### config.mk
export PLATFORM = sky130hd
export DESIGN_NAME = serial_adder_ctrl
export DESIGN_NICKNAME = d
export VERILOG_FILES = /design/src/rtl/serial_adder_ctrl.sv
export SDC_FILE = /design/constraint.sdc
export NUM_CORES = 1
export LEC_CHECK = 0
export BUFFER_PORTS_ARGS = -buffer_cell sky130_fd_sc_hd__buf_4
export CORE_MARGIN = 3
export CORE_UTILIZATION = 55
export DETAILED_ROUTE_END_ITERATION = 8
export PLACE_DENSITY_LB_ADDON = 0.3
export REMOVE_ABC_BUFFERS = 1
export SLEW_MARGIN = 10
export SYNTH_ARGS = -nofsm -noshare
export SYNTH_HDL_FRONTEND = slang
export SYNTH_HIERARCHICAL = 1
export SYNTH_SLANG_ARGS = --single-unit
### constraint.sdc
create_clock -name i_clk -period 3.96 [get_ports i_clk]
set_input_delay 0.792 -clock i_clk [delete_from_list [all_inputs] [get_ports i_clk]]
set_output_delay 0.792 -clock i_clk [all_outputs]
set_load 0.03 [all_outputs]
### src/rtl/serial_adder_ctrl.sv
// Bit-serial adder controller: one full adder is reused over WIDTH cycles, LSB first.
// A carry flip-flop links the bits, and the result is handed off over a valid/ready handshake.

module full_adder (
  input  logic a,
  input  logic b,
  input  logic cin,
  output logic sum,
  output logic cout
);
  assign sum  = a ^ b ^ cin;
  assign cout = (a & b) | (cin & (a ^ b));
endmodule

// state | meaning
// IDLE  | o_ready=1, waiting for operands
// RUN   | o_busy=1, one result bit per cycle, WIDTH cycles
// DONE  | o_valid=1, result held until downstream takes it
module serial_adder_ctrl #(
  parameter int WIDTH = 8
) (
  input  logic             i_clk,
  input  logic             i_rst_n,
  input  logic             i_valid,
  output logic             o_ready,
  input  logic [WIDTH-1:0] i_operand_a,
  input  logic [WIDTH-1:0] i_operand_b,
  input  logic             i_carry,
  output logic             o_busy,
  output logic             o_valid,
  input  logic             i_ready,
  output logic [WIDTH-1:0] o_sum,
  output logic             o_carry
);
  localparam int CNT_W = (WIDTH > 1) ? $clog2(WIDTH) : 1;
  localparam logic [CNT_W-1:0] CNT_LAST = CNT_W'(WIDTH - 1);

  typedef enum logic [1:0] {
    IDLE = 2'd0,
    RUN  = 2'd1,
    DONE = 2'd2
  } state_t;

  state_t           state;
  logic [WIDTH-1:0] a_sr;
  logic [WIDTH-1:0] b_sr;
  logic [WIDTH-1:0] res_sr;
  logic             carry_ff;
  logic [CNT_W-1:0] cnt;
  logic             fa_sum;
  logic             fa_cout;

  full_adder u_fa (
    .a    (a_sr[0]),
    .b    (b_sr[0]),
    .cin  (carry_ff),
    .sum  (fa_sum),
    .cout (fa_cout)
  );

  always_ff @(posedge i_clk) begin
    if (!i_rst_n) begin
      state    <= IDLE;
      o_ready  <= 1'b1;
      o_busy   <= 1'b0;
      o_valid  <= 1'b0;
      o_sum    <= '0;
      o_carry  <= 1'b0;
      a_sr     <= '0;
      b_sr     <= '0;
      res_sr   <= '0;
      carry_ff <= 1'b0;
      cnt      <= '0;
    end else begin
      case (state)
        IDLE: begin
          if (i_valid && o_ready) begin
            a_sr     <= i_operand_a;
            b_sr     <= i_operand_b;
            carry_ff <= i_carry;
            cnt      <= '0;
            state    <= RUN;
            o_ready  <= 1'b0;
            o_busy   <= 1'b1;
          end
        end

        RUN: begin
          a_sr     <= a_sr >> 1;
          b_sr     <= b_sr >> 1;
          res_sr   <= {fa_sum, res_sr[WIDTH-1:1]};
          carry_ff <= fa_cout;
          // The last bit bypasses res_sr so o_sum is complete on the DONE edge.
          if (cnt == CNT_LAST) begin
            state   <= DONE;
            o_sum   <= {fa_sum, res_sr[WIDTH-1:1]};
            o_carry <= fa_cout;
            o_busy  <= 1'b0;
            o_valid <= 1'b1;
          end else begin
            cnt <= cnt + CNT_W'(1);
          end
        end

        DONE: begin
          if (i_ready) begin
            state   <= IDLE;
            o_valid <= 1'b0;
            o_ready <= 1'b1;
          end
        end

        default: begin
          state   <= IDLE;
          o_ready <= 1'b1;
          o_busy  <= 1'b0;
          o_valid <= 1'b0;
        end
      endcase
    end
  end

endmodule

==> results.md, run 1 <==
* Tot GR Track Use at 18.7%
* Hold Crit Class: flop to flop
* Worst setup path category: flop to flop
* Element type at the critical path start: flop
* Max Root-Sink Buffers at 2
* Port Buffers at 32
* Post-CTS Resized at 0
* Leakage at 0.790 nW
* Postcts setup bufs at 0
* Layout cells sized above 1 at 25.2%
* Distinct cells, synth at 32
* Area growth syn-to-layout at 15.5%
* Antenna Cells at 0
* GRT overflow at 0
* Met3 Track Usage GR at 4.22%
* Unrepaired setup endpoints after global routing: false
* Seq/Total Area, Yosys at 44.7%
* Overall Power at 0.825 mW
* Initial antenna violation count at 0
* Worst min-delay path startpoint: o_sum[0]
* # setup viols final at 0
* Final nets at 261
* Worst Hold Endpoint: o_sum[0]
* Critical path capture point type: flop
* Vias in the first global route at 1345
* Final hold vios at 0
* CTS tree: built
* Worst-skew pair later-pin latency at 0.36 ns
* GRT met1 Usage at 24.1%
* Routed vias at 1573
* CTS root buffer: clkbuf_4
* Highest ir drop seen on vdd at 0.273 mV
* DRC at 0
* Fin util at 67.8%
* R2r startpoint: state[1]
* Die Width at 63.8 microns
* First-pass GRT wire length at 6.02 mm
* Worst EP arrival at 2.56 ns
* H-tree levels at 2
* Hold Crit Depth at 2
* Starting Density at 58.7%
* Commonest non-fill, non-tap cell in the layout: nand2_1
* Layout fillers at 276
* First-pass detailed-route iteration total at 4
* Syn Std Cell Area at 0.00184 sq mm
* GRT met2 Usage at 29.1%
* Max_cap viols at 0
* Max-Slew Margin vs Limit at 30.7%
* Worst Skew at 0.00729 ns
* Worst r2r dst: carry_ff
* TritonCTS buffer count at 5
* Post-Syn Instances at 215
* Syn Area/Cell at 8.54 sq um
* Vias per Instance at 5.58
* WL final at 3.65 mm
* Actual slew at the worst max-slew pin at 1.04 ns
* Fmax at 436 MHz
* DRT iter0 DRCs at 135
* DP HPWL at 2.30 mm
* Die Area at 0.00407 sq mm
* Num Clock Sinks at 41
* Cells after DPL at 274
* I/O pin total at 33
* PwrDens at 389 mW/mm^2
* Die height at 63.8 microns
* Worst-path clk slew at 0.12 ns
* Fin Setup TNS at 0 ns
* Commonest cells after routing, fill and taps aside: nand2_1, dfxtp_1, buf_4, a21oi_1
* Yosys warning total at 6
* Synthesized flop and latch total at 41
* Outcome: finished, final reports clean
* Slew Viols, Final at 0
* DRT antenna net count at 0
* Min Tclk post-route at 2.30 ns
* Core Footprint at 0.00313 sq mm
* Crit path required time at 4.23 ns
* Max FO, Critical Path at 32
* Routability cong. at 0.763
* Post-CTS Hold Buffers at 0
* DR WL/cell at 13.0 microns
* Largest net degree at the start of global routing at 38
* Cell Count, Final, Fillers Out at 282
* Fin crit share at 58.0%
* Reg-to-reg setup timing slack at 1.66 ns
* R2R cell count at 3
* Most Crowded Layer GR: met2
* Row count at 20
[power by group]
group	internal (mW)	switching (mW)
clock	0.103	0.137
combinational	0.0645	0.0642
sequential	0.437	0.0185
total	0.605	0.220
[layout make-up]
cell class / instances / area [sq um] / area share [%]
Multi-Input combinational cell: 154 / 923 / 43.5
Sequential cell: 41 / 821 / 38.7
Timing Repair Buffer: 32 / 240 / 11.3
Clock buffer: 7 / 65.1 / 3.07
Tap cell: 44 / 55.1 / 2.60
Inverter: 3 / 11.3 / 0.531
Clock inverter: 1 / 5.00 / 0.236
[flip-flops by register name, indices dropped and copies added, names as in the netlist]
| name | flops |
|---|---|
| carry_ff | 1 |
| state | 2 |
| res_sr | 7 |
| o_valid | 1 |
| a_sr | 8 |
| cnt | 3 |
| b_sr | 8 |
| o_sum | 8 |
| o_busy | 1 |
| o_carry | 1 |
| o_ready | 1 |
[kinds of logic (layout without fill, tap and decap cells)]
| family | after synthesis | count (layout) | synth area share (%) |
|---|---|---|---|
| fa+ha+maj | 3 | 3 | 2.45 |
| simple gates | 87 | 87 | 21.7 |
| mux | 1 | 1 | 0.545 |
| compound gates | 63 | 63 | 25.6 |
| flops | 41 | 41 | 44.7 |
| buf+inv | 20 | 43 | 4.98 |
[cell usage after synthesis (all sizes together)]
cell	count	area (sq um)
a21oi	24	131
a311oi	15	131
a31oi	3	18.8
and2	1	6.26
and2b	1	7.51
and3	1	6.26
buf	13	65.1
clkbuf	4	15.0
dfxtp	41	821
fa	1	20.0
ha	2	25.0
inv	3	11.3
mux2i	1	10.0
nand2	56	210
nand2b	2	12.5
nand3	10	50.1
nand3b	3	22.5
nand4b	2	17.5
nor2	6	25.0
nor4b	1	8.76
nor4bb	2	20.0
o21ai	4	20.0
o21ba	15	150
o31ai	1	7.51
o32a	1	10.0
or2	1	6.26
or3	1	6.26
[through the flow]
stage	area [sq um]	hold slack (ns)	setup WS, ns
after global routing	2120	0.488	1.45
final	2120	0.461	1.66
after global placement	2050	0.442	1.77
after detailed placement	2050	0.448	1.68
after floorplan	1760	0.437	2.21
after CTS	2120	0.465	1.64
[worst max path at each step]
stage	from	endpoint	slack (ns)	cells past startpoint
floorplan	state[1]	a_sr[0]	2.21	3
global placement	state[1]	a_sr[0]	1.77	3
CTS	state[1]	carry_ff	1.64	3
detailed placement	state[1]	carry_ff	1.68	3
finish	state[1]	carry_ff	1.66	3
global route	state[1]	carry_ff	1.45	3
[per-layer routing]
| metal | vias to the layer above | wire (microns) |
|---|---|---|
| met5 | - | 0 |
| met4 | 0 | 76 |
| met3 | 8 | 132 |
| met2 | 28 | 1680 |
| met1 | 735 | 1760 |
| li1 | 802 | - |
[critical path, stage by stage, from the launching register on]
cell and delay [ns]:
dfxtp_1 1.03, nand2b_1 0.75, nand2_1 0.12, a311oi_1 0.29
(Power assumes the default switching activity.)
==> run 2: changes to the inputs <==
--- a/config.mk
+++ b/config.mk
@@ -5,9 +5,10 @@
 export SDC_FILE = /design/constraint.sdc
 export NUM_CORES = 1
 export LEC_CHECK = 0
+export ABC_AREA = 1
 export BUFFER_PORTS_ARGS = -buffer_cell sky130_fd_sc_hd__buf_4
 export CORE_MARGIN = 3
-export CORE_UTILIZATION = 55
+export CORE_UTILIZATION = 54
 export DETAILED_ROUTE_END_ITERATION = 8
 export PLACE_DENSITY_LB_ADDON = 0.3
 export REMOVE_ABC_BUFFERS = 1
==> constraint.sdc (replaced) <==
create_clock -name i_clk -period 2.2 [get_ports i_clk]
set_input_delay 0.44 -clock i_clk [delete_from_list [all_inputs] [get_ports i_clk]]
set_output_delay 0.44 -clock i_clk [all_outputs]
set_load 0.03 [all_outputs]
==> results.md, run 2 <==
* Outcome: finished, final reports clean
* First-pass GRT wire length at 6.18 mm
* Max_cap viols at 0
* Die Area at 0.00401 sq mm
* Post-Syn Instances at 242
* Starting Density at 57.3%
* DRC at 0
* Crit path required time at 2.44 ns
* Synth area leaders: dfxtp_1, nand2_1, a21oi_1, a21oi_2, nor2_1
* Crit-path slowest cell: dfxtp_1
* Min Tclk post-route at 1.58 ns
* Initial antenna violation count at 0
* Top-area cell type share of the netlist area at 46.2%
* Die height at 63.4 microns
* Largest net degree at the start of global routing at 35
* Highest ir drop seen on vdd at 0.688 mV
* Syn Std Cell Area at 0.00178 sq mm
* Routability cong. at 0.723
* Unrepaired setup endpoints after global routing: false
* Top cell types by occurrence after synthesis: nand2_1, dfxtp_1, a21oi_1, nor2_1, nand3_1
* Row count at 20
* Die Width at 63.4 microns
* Worst Skew at 0.0112 ns
* Antenna Cells at 0
* Critical path capture point type: flop
* Max-Slew Margin vs Limit at 71.8%
* Leakage at 0.909 nW
* Commonest cells after routing, fill and taps aside: nand2_1, dfxtp_1, buf_4, a21oi_1, nor2_1
* H-tree levels at 2
* Vias per Instance at 4.99
* Postcts setup bufs at 0
* Slew Viols, Final at 0
* Final hold vios at 0
* Worst-path clk slew at 0.13 ns
* DRT iter0 DRCs at 78
* Commonest non-fill, non-tap cell in the layout: nand2_1
* Leading cell type by number of instances after synthesis: nand2_1
* Hold Crit Class: input port to flop
* Distinct cells, synth at 22
* Synthesized flop and latch total at 41
* Tot GR Track Use at 19.1%
* Fin crit share at 72.0%
* Port Buffers at 32
* Post-CTS Hold Buffers at 0
* DR WL/cell at 10.9 microns
* I/O pin total at 33
* Max FO, Critical Path at 12
* Cell taking the most area after synthesis: dfxtp_1
* Post-CTS Resized at 0
* Worst EP arrival at 1.83 ns
* Syn Area/Cell at 7.34 sq um
* Actual slew at the worst max-slew pin at 0.421 ns
* Fmax at 631 MHz
* Seq/Total Area, Yosys at 46.2%
* Asr flop ratio synth at 0%
* Fin Setup TNS at 0 ns
* CP peak stage delay at 0.38 ns
* CTS tree: built
* PwrDens at 760 mW/mm^2
* Worst setup path category: flop to flop
* Vias in the first global route at 1476
* Yosys warning total at 6
* First-pass detailed-route iteration total at 4
* Num Clock Sinks at 41
* TritonCTS buffer count at 5
* CTS root buffer: clkbuf_4
* GRT overflow at 0
* # setup viols final at 0
* Post-synth top flop: dfxtp_1
* Top flop regs: a_sr x8, b_sr x8, o_sum x8
* Post-synth EDFFs at 0
* Worst-skew pair later-pin latency at 0.36 ns
* Overall Power at 1.60 mW
* Element type at the critical path start: flop
* Final nets at 294
* Largest delay share family, worst path: adder cells
* Max Root-Sink Buffers at 2
* Area growth syn-to-layout at 18.2%
* WL final at 3.42 mm
* DRT antenna net count at 0
* Layout cells sized above 1 at 22.1%
* Core Footprint at 0.00310 sq mm
* Bufs and invs on worst path at 0
* Routed vias at 1573
* Critical-path cell list: ha_1 -> ha_1 -> nand2_1 -> nand2_1 -> a21oi_1
* DP HPWL at 2.23 mm
run 2: cell count changes after synthesis, moves of 3 or more:
| cell | previous run | this run |
|---|---|---|
| nand2_1 | 56 | 97 |
| buf_4 | 1 | 4 |
| nor2_1 | 5 | 18 |
| o21ai_0 | 4 | 11 |
| inv_1 | 1 | 4 |
| buf_2 | 10 | 4 |
| o21ba_2 | 15 | 0 |
| a21oi_2 | 0 | 10 |
| a31oi_1 | 3 | 0 |
| a311oi_1 | 15 | 0 |
run 2: routing by layer:
layer	routed length [microns]	share of wire, %	global-route usage [%]	vias to the layer above
li1	-	-	-	829
met1	1640	48	23.6	705
met2	1550	45	30.9	31
met3	182	5.3	6.77	8
met4	53	1.5	6.20	0
met5	0	0	0	-
run 2: logic make-up (layout without fill, tap and decap cells):
family / Yosys count / after routing / share of synthesized area, %
adder cells (fa/ha/maj): 3 / 3 / 2.54
buffers and inverters: 20 / 49 / 5.92
AO/OA/AOI/OAI: 43 / 43 / 14.2
flip-flops: 41 / 41 / 46.2
AND/OR/NAND/NOR: 135 / 135 / 31.1
run 2: stage by stage:
| stage | instance area [sq um] | hold WS (ns) | instances | utilization [%] | setup slack [ns] |
|---|---|---|---|---|---|
| after floorplan | 1700 | 0.441 | 229 | - | 0.713 |
| after global placement | 2010 | 0.449 | 307 | 64.8 | 0.690 |
| after detailed placement | 2010 | 0.454 | 307 | 64.8 | 0.621 |
| after CTS | 2100 | 0.332 | 315 | 67.7 | 0.601 |
| after global routing | 2100 | 0.334 | 315 | 67.7 | 0.437 |
| final | 2100 | 0.337 | 315 | 67.7 | 0.615 |
run 2: power breakdown:
| group | internal, mW | switching [mW] | total, mW |
|---|---|---|---|
| logic | 0.0950 | 0.149 | 0.244 |
| clock network | 0.270 | 0.259 | 0.529 |
| registers | 0.791 | 0.0313 | 0.822 |
run 2: worst paths after layout:
kind	startpoint	to	slack (ns)	cells past startpoint
worst max-delay path	cnt[0]	o_sum[2]	0.62	5
worst min-delay path	i_rst_n	o_ready	0.34	2
worst max register to register	cnt[0]	o_sum[2]	0.62	5
worst min register to register	o_sum[4]	o_sum[4]	0.47	2
run 2: worst reg2reg max path, delay by kind of cell, from the launching register on:
kind            cells  cell delay, ns
flops               1            0.38
compound gates      1            0.06
fa+ha+maj           2            0.54
simple gates        2            0.48
run 2: area by class of cell:
class	instances	area, sq um
fill	301	1000
multi-input combinational	181	851
sequential	41	821
timing repair buffer	34	255
tap	44	55.1
clock buffer	6	51.3
clock inverter	2	37.5
inverter	7	28.8
